--- config.mk ---
export PLATFORM = sky130hd
export DESIGN_NAME = cdb_arbiter
export DESIGN_NICKNAME = d
export VERILOG_FILES = /design/src/rtl/cdb_arbiter_pkg.sv /design/src/rtl/rr_arbiter.sv /design/src/rtl/cdb_arbiter.sv
export SDC_FILE = /design/constraint.sdc
export NUM_CORES = 1
export LEC_CHECK = 0
export CORE_UTILIZATION = 46
export DETAILED_ROUTE_END_ITERATION = 6
export PLACE_DENSITY_LB_ADDON = 0.12
export SLEW_MARGIN = 20
export SYNTH_ARGS = -nofsm -noshare
export SYNTH_HDL_FRONTEND = slang
export SYNTH_SLANG_ARGS = --single-unit
--- constraint.sdc ---
create_clock -name clk -period 5.1 [get_ports clk]
set_clock_uncertainty 0.2 [all_clocks]
set_input_delay 1.02 -clock clk [delete_from_list [all_inputs] [get_ports clk]]
set_output_delay 1.02 -clock clk [all_outputs]
set_load 0.02 [all_outputs]
--- src/rtl/cdb_arbiter_pkg.sv ---
// Shared CPU constants for the common data bus: default widths and requester port indices.
package cdb_arbiter_pkg;
   localparam int WIDTH_DEF = 31;
   localparam int ROB_DEF   = 2;
   localparam int NREQ_DEF  = 3;

   localparam int ALU_PORT = 0;
   localparam int BR_PORT  = 1;
   localparam int LD_PORT  = 2;

   function automatic int ptr_width(input int n);
      return (n > 1) ? $clog2(n) : 1;
   endfunction
endpackage

--- src/rtl/rr_arbiter.sv ---
// Combinational round-robin picker: first set request at or after ptr, wrapping to index 0.
module rr_arbiter
   import cdb_arbiter_pkg::*;
#(
   parameter int NREQ  = NREQ_DEF,
   parameter int PTR_W = ptr_width(NREQ_DEF)
) (
   input  logic [NREQ-1:0]  req,
   input  logic [PTR_W-1:0] ptr,
   output logic [NREQ-1:0]  grant
);

   int   idx;
   logic found;

   always_comb begin
      grant = '0;
      found = 1'b0;
      idx   = 0;
      for (int k = 0; k < NREQ; k++) begin
         idx = int'(ptr) + k;
         if (idx >= NREQ) idx = idx - NREQ;
         if (!found && req[idx]) begin
            grant[idx] = 1'b1;
            found      = 1'b1;
         end
      end
   end

endmodule

--- src/rtl/cdb_arbiter.sv ---
// Common data bus arbiter: one holding register per functional unit, round-robin
// selection among held results, and a registered broadcast of the winner.
module cdb_arbiter
   import cdb_arbiter_pkg::*;
#(
   parameter int WIDTH = WIDTH_DEF,
   parameter int ROB   = ROB_DEF,
   parameter int NREQ  = NREQ_DEF
) (
   input  logic                      clk,
   input  logic                      globalReset,
   input  logic                      clear,
   input  logic [NREQ-1:0]           fuValid,
   input  logic [NREQ*(WIDTH+1)-1:0] fuResult,
   input  logic [NREQ*(ROB+1)-1:0]   fuRob,
   output logic [NREQ-1:0]           fuReady,
   output logic [NREQ-1:0]           grant,
   output logic                      validBroadcast,
   output logic [WIDTH:0]            result,
   output logic [ROB:0]              robEntry
);

   localparam int PTR_W = ptr_width(NREQ);

   logic [NREQ-1:0]  hold_valid;
   logic [WIDTH:0]   hold_result [NREQ];
   logic [ROB:0]     hold_rob    [NREQ];
   logic [PTR_W-1:0] ptr;

   logic [NREQ-1:0]  rr_grant;
   logic             any_grant;
   logic [WIDTH:0]   sel_result;
   logic [ROB:0]     sel_rob;
   logic [PTR_W-1:0] ptr_next;

   rr_arbiter #(
      .NREQ  (NREQ),
      .PTR_W (PTR_W)
   ) u_rr (
      .req   (hold_valid),
      .ptr   (ptr),
      .grant (rr_grant)
   );

   // A granted entry frees its slot this cycle, so the same port may refill it.
   assign grant   = (clear || globalReset) ? '0 : rr_grant;
   assign fuReady = globalReset ? '1 : (~hold_valid | grant);

   always_comb begin
      any_grant  = |grant;
      sel_result = '0;
      sel_rob    = '0;
      ptr_next   = ptr;
      for (int i = 0; i < NREQ; i++) begin
         if (grant[i]) begin
            sel_result = hold_result[i];
            sel_rob    = hold_rob[i];
            ptr_next   = (i == NREQ - 1) ? '0 : PTR_W'(i + 1);
         end
      end
   end

   always_ff @(posedge clk) begin
      if (globalReset) begin
         hold_valid     <= '0;
         ptr            <= '0;
         validBroadcast <= 1'b0;
         result         <= '0;
         robEntry       <= '0;
         for (int i = 0; i < NREQ; i++) begin
            hold_result[i] <= '0;
            hold_rob[i]    <= '0;
         end
      end else begin
         for (int i = 0; i < NREQ; i++) begin
            if (clear) begin
               hold_valid[i] <= 1'b0;
            end else if (fuValid[i] && fuReady[i]) begin
               hold_valid[i]  <= 1'b1;
               hold_result[i] <= fuResult[i*(WIDTH+1) +: (WIDTH+1)];
               hold_rob[i]    <= fuRob[i*(ROB+1) +: (ROB+1)];
            end else if (grant[i]) begin
               hold_valid[i] <= 1'b0;
            end
         end
         validBroadcast <= any_grant;
         if (any_grant) begin
            result   <= sel_result;
            robEntry <= sel_rob;
            ptr      <= ptr_next;
         end
      end
   end

endmodule
* Yosys cells after proc, flatten, opt, wreduce, memory -nomap -nowiden
Memory sizes are Yosys's and may differ from the RTL's.
Index checks and enable logic that the tools add are counted.
** Storage, ports and cells
- Register bits after elaboration :: 41
- Memory bits (writable) :: 105
- Output and inout port bits :: 42
- Logic and storage cells :: 111
- Memories kept :: 2
** Memory list
- hold_result :: words 3, bits a word 32, rd ports 3, clocked after memory_dff 0, write ports 3, RTL line cdb_arbiter.sv:26 : logic [WIDTH:0] hold_result [NREQ];
- hold_rob :: words 3, bits a word 3, rd ports 3, clocked after memory_dff 0, write ports 3, RTL line cdb_arbiter.sv:27 : logic [ROB:0] hold_rob [NREQ];
** Operators by class
- Add/sub/neg operators :: 5
- Magnitude comparators :: 9
- Multiplexer cells :: 60
- Bitwise gates (word level) :: 10
- Reductions and logical operators :: 18
** Operators with widths (number)
- 32-bit two-way mux :: 9
- 32-bit by 1-bit >= comparator with 1-bit output (second input constant) :: 3
- 32-bit by 4-bit < comparator with 1-bit output (second input constant) :: 3
- 32-bit by 3-bit >= comparator with 1-bit output (second input constant) :: 2
- 32-bit by 3-bit subtractor with 32-bit output (second input constant) :: 2
- 3-bit two-way mux :: 11
- 1-bit two-way mux :: 31
- 3-bit bitwise OR :: 3
- 1-bit logical AND :: 8
- 1-bit binary-select mux with 2-bit select :: 3
- 1-bit demux with 2-bit select :: 3
- 2-bit two-way mux :: 3
- 1-bit bitwise OR :: 6
- 2-bit nonzero test :: 3
- 2-bit by 1-bit adder with 3-bit output (second input constant) :: 1
- 2-bit by 2-bit adder with 3-bit output (second input constant) :: 1
- 3-bit NOT :: 1
- 3-bit nonzero test :: 1
- 3-bit OR reduction :: 1
- 2-bit by 2-bit subtractor with 3-bit output (second input constant) :: 1
- 2-bit >= comparator (second input constant) :: 1
- 1-bit zero test :: 2
- 2-bit AND reduction :: 1
- 2-bit OR reduction :: 1
- 1-bit logical OR :: 1

* Depth between registers and ports, before layout
- Word-level depth :: 21
- Gate-level depth with buffers :: 11

* Modules after synthesis
Synthesis repeated with hierarchy kept, for this count alone.
** Unflattened totals
- Cell total of the unflattened synthesis :: 662
- Area, all modules :: 6663.9 um^2
** Modules (own cells, without submodules)
- cdb_arbiter :: times used 1, cells each 627, area an instance 6398.6 um^2
- rr_arbiter :: times used 1, cells each 35, area an instance 265.3 um^2

* Worst setup path before layout
OpenSTA, ideal clock, no wires.
- Kind :: reg-to-reg
- Start :: register ptr[0]
- End :: memory hold_result[0][0] in the netlist's numbering, enable pin
- Setup time :: 0.476 ns
- Data arrival time :: 4.113 ns
- Slack :: 0.312 ns
- Cell stages (with the launch flop) :: 9
- Path buffers :: 0
- Period minus slack after synthesis :: 4.788 ns
- Cells stage by stage :: dfxtp_1 inv_1 ha_1 mux2i_1 o22a_1 o221ai_1 o21ai_0 nand2_1 o21ai_0
** RTL lines
- start: declaration :: RTL line cdb_arbiter.sv:28 : logic [PTR_W-1:0] ptr;
- start signal: assignment :: RTL line cdb_arbiter.sv:90 : ptr <= ptr_next;
- end: declaration :: RTL line cdb_arbiter.sv:26

* Worst setup path in the final report
- Start :: register ptr[0]
- End :: output fuReady[1]
** Between the ends
- Word-level cells in the longest chain between the ends :: 15
- Elaborated cells on any way between the ends :: 49
- Classes of those cells :: add/sub (5); order compare (9); mux (25); bitwise (3); reduce/logical (7)
** Ends and longest elaborated chain
- branches (longest 11 deep; another with 32-bit by 3-bit subtractor with 32-bit output)
- 3-bit two-way mux (*) :: RTL line rr_arbiter.sv:23 : if (!found && req[idx]) begin
- 3-bit two-way mux (*) :: RTL line cdb_arbiter.sv:46 : assign grant = (clear || globalReset) ? '0 : rr_grant;
- 3-bit bitwise OR (*) :: RTL line cdb_arbiter.sv:47 : assign fuReady = globalReset ? '1 : (~hold_valid | grant);
- 3-bit two-way mux (*) :: RTL line cdb_arbiter.sv:47
- end: declaration :: RTL line cdb_arbiter.sv:16 : output logic [NREQ-1:0] fuReady,
Every way passes the cells marked *. The select of a mux whose other input is x is not followed.

==> implementation parameters <==
Parameter                              Value

Timing
  RSZ-0062 raised after global routing ... false
  Total Neg Setup Slack ... 0 ns
  Count of final hold-check violations ... 0
  Crit share post-route ... 95.2%
  Post-layout worst setup margin ... 0.244 ns
  Number of setup violations in the final report ... 0
  Least-Margin Pin Slew ... 1.04 ns
  Relative max-transition margin ... 30.8%
  Highest clock frequency the design can meet ... 206 MHz
  Min Clock Period, post-route ... 4.86 ns
  Pins over their slew limit ... 0

Drt
  Count of vias placed by the detailed router ... 5265
  Wire per inst ... 19.5 µm
  Pre-Repair DR Iteration Count ... 5
  Vias per std cell ... 5.82
  Antenna-violating nets left ... 0
  Total routed wirelength ... 17600 µm
  Drt first-iter violations ... 530
  Final routed DRC violation total ... 0

Power
  Peak supply drop ... 0.269 mV
  Leakage Power ... 3.04 nW
  Power per unit of standard cell area ... 349 nW/µm²
  Power, Total ... 3.12 mW

Clock network
  Max H-tree Level ... 4
  Worst-Skew Late Latency ... 0.42 ns
  Cell chosen for the clock root ... sky130_fd_sc_hd__clkbuf_16
  Clock sink total ... 146
  TritonCTS clock tree ... done
  Hold Buf Count CTS ... 0
  Number of buffers added by the clock tree synthesis step ... 17
  Number of buffers inserted to repair setup after CTS ... 0
  Resize count post-CTS ... 0
  Clock input transition at the sequential cells of the worst setup and hold paths ... 0.06 ns
  Max Buffers Root-to-Sink ... 2

Synth
  Portion of the post-synthesis area used by sequential elements ... 58.6%
  Per-instance average area after synthesis ... 11.6 µm²
  Number of nets produced by synthesis ... 701
  Share of synthesized registers carrying an async set or reset ... 0%
  Gate count after technology mapping ... 586
  Warning count from the yosys run ... 0
  Top flip-flop cell by instance count after synthesis ... sky130_fd_sc_hd__edfxtp_1
  Post-synth EDFFs ... 105
  Mapped Area ... 6780 µm²
  Number of synthesized register bits ... 146
  Synth unique cells ... 48

Critical path
  Largest stage delay, worst path ... 0.59 ns
  Worst r2r path cells ... 10
  CP Class ... reg -> out
  Crit path cell chain ... inv_1 > ha_1 > nor4bb_1 > o31ai_1 > o2bb2ai_1 > and2_1 > buf_4 > or3_1 > clkdlybuf4s50_1
  Start of the worst register-to-register path ... ptr[1]$_SDFFE_PP0P_
  Slack of the worst reg-to-reg path ... 0.91 ns
  Worst path required time ... 3.88 ns
  Worst Path Max Fanout ... 19
  Crit-path leading delay family ... buffers and inverters
  Slowest stage cell on the critical path ... sky130_fd_sc_hd__clkdlybuf4s50_1
  Crit Reg-Reg Endpoint ... hold_result[0][79]$_SDFFCE_PN0P_
  Buffers plus inverters on the worst setup path ... 3
  Arrival time of data at the critical path endpoint ... 3.64 ns
  Sort of element at the end of the critical path ... output port
  Critical path origin ... ptr[0]$_SDFFE_PP0P_
  Total stage count of the critical path ... 9
  Startpoint class of the critical path ... flip-flop

Cells and area
  N_diodes ... 0
  Fillers ... 1124
  Multi-input gate area ... 2420 µm²
  Share of layout cells above drive strength 1 ... 9.81%
  Number of standard cells in the layout, taps in and fillers out ... 904
  Most frequent cells in the layout ... 151 x sky130_fd_sc_hd__clkdlybuf4s50_1, 105 x sky130_fd_sc_hd__edfxtp_1, 56 x sky130_fd_sc_hd__a21boi_0
  Most common cell after layout, fill and taps aside ... sky130_fd_sc_hd__clkdlybuf4s50_1
  Area growth, synth to finish ... 31.9%
  FF/Latch Area ... 3970 µm²
  Final-stage net count ... 826

Floorplan
  Area of the die ... 15200 µm²
  Site Rows ... 43
  Ports ... 153
  Die height ... 123 µm
  Starting utilization of the core area ... 47.9%
  Die Span X ... 123 µm
  Core box area ... 14100 µm²

Worst hold path
  Startpoint of the lowest-slack hold path ... result[20]$_SDFFE_PP0P_
  Depth of the worst hold-timing path ... 2
  Worst Hold End ... result[20]$_SDFFE_PP0P_
  Hold/Removal Path Class ... reg -> reg

Outcome
  Status ... complete, no violations

Global routing
  Total routing resource utilization after global routing ... 24.2%
  Maximum number of pins on one net before global-route repair ... 106
  Initial antenna violation count ... 0
  Total congestion overflow after global routing ... 0
  First-pass GRT wire length ... 27200 µm
  Number of global-route vias before repair ... 5332

Flow run
  Number of maximum-capacitance constraint violations ... 0

Place
  Gp weighted congestion ... 0.855
  Half-perimeter wire length of the detailed placement result ... 10600 µm
  DP Cell Count ... 872
  Quantity of I/O buffers inserted on ports ... 152
  Setup slack at placement ... 0.738 ns
-- power breakdown --
group	internal (mW)	leakage [nW]	switching (mW)	total, mW
Combinational	0.227	1.35	0.285	0.512
Clock	0.709	0.265	0.463	1.17
Sequential	1.39	1.42	0.0426	1.44
-- cells by family after synthesis --
group	count (synthesis)	share of synthesized area, %
buffers and inverters	101	6.48
adder cells (fa/ha/maj)	4	0.739
flip-flops	146	58.6
AND/OR/NAND/NOR	99	7.09
AO/OA/AOI/OAI	232	26.4
multiplexers	4	0.665
-- metal layers --
layer / global-route usage, % / wire length (µm) / up-vias
li1: - / - / 2448
met1: 30.3 / 7530 / 2551
met2: 40.4 / 8660 / 239
met3: 5.26 / 1060 / 27
met4: 10.3 / 337 / 0
met5: 0 / 0 / -
-- Yosys cell counts (all sizes together), types with 4 or more instances --
cell type / n / area [µm²]
a21boi: 106 / 796
edfxtp: 105 / 3150
inv: 43 / 161
dfxtp: 41 / 821
o21ai: 38 / 190
nand2: 37 / 139
a221oi: 36 / 433
a31oi: 35 / 219
clkbuf: 35 / 131
nor3: 34 / 170
buf: 23 / 146
nor2: 6 / 25.0
nor3b: 5 / 37.5
ha: 4 / 50.1
nor2b: 4 / 25.0
-- registers in the layout, summed over array words and instances (netlist names) --
name / cells
result: 32
hold_rob: 9
hold_valid: 3
robEntry: 3
validBroadcast: 1
hold_result: 96
ptr: 2
-- metrics by stage --
stage,area [µm²],util (%),hold WS [ns]
detailed placement,8380,59.3,0.260
finish,8940,63.2,0.263
global placement,8380,59.3,0.250
global route,8940,63.2,0.290
floorplan,6780,-,0.278
CTS,8940,63.2,0.269
-- tightest hold or removal path: cells and delay by family (launching register included) --
kind	cells	cell delay, ns
flip-flops	1	0.31
buffers and inverters	1	0.06
AO/OA/AOI/OAI	1	0.05
-- how the worst max path moves through the flow --
stage / endpoint / slack, ns
detailed placement: fuReady[1] / 0.74
global route: fuReady[1] / 0.08
global placement: fuReady[0] / 0.80
finish: fuReady[1] / 0.24
CTS: fuReady[1] / 0.29
floorplan: hold_result[0][0]$_SDFFCE_PN0P_ / 0.31
-- final cells by class --
type / instances / area share (%)
repair buffers: 164 / 18.0
clock buffers: 19 / 4.84
multi-input cells: 339 / 27.1
flip-flops and latches: 146 / 44.5
inverters: 43 / 1.81
clock inverters: 13 / 1.33
well taps: 180 / 2.52
No activity file was read; power rests on OpenSTA's default activity.
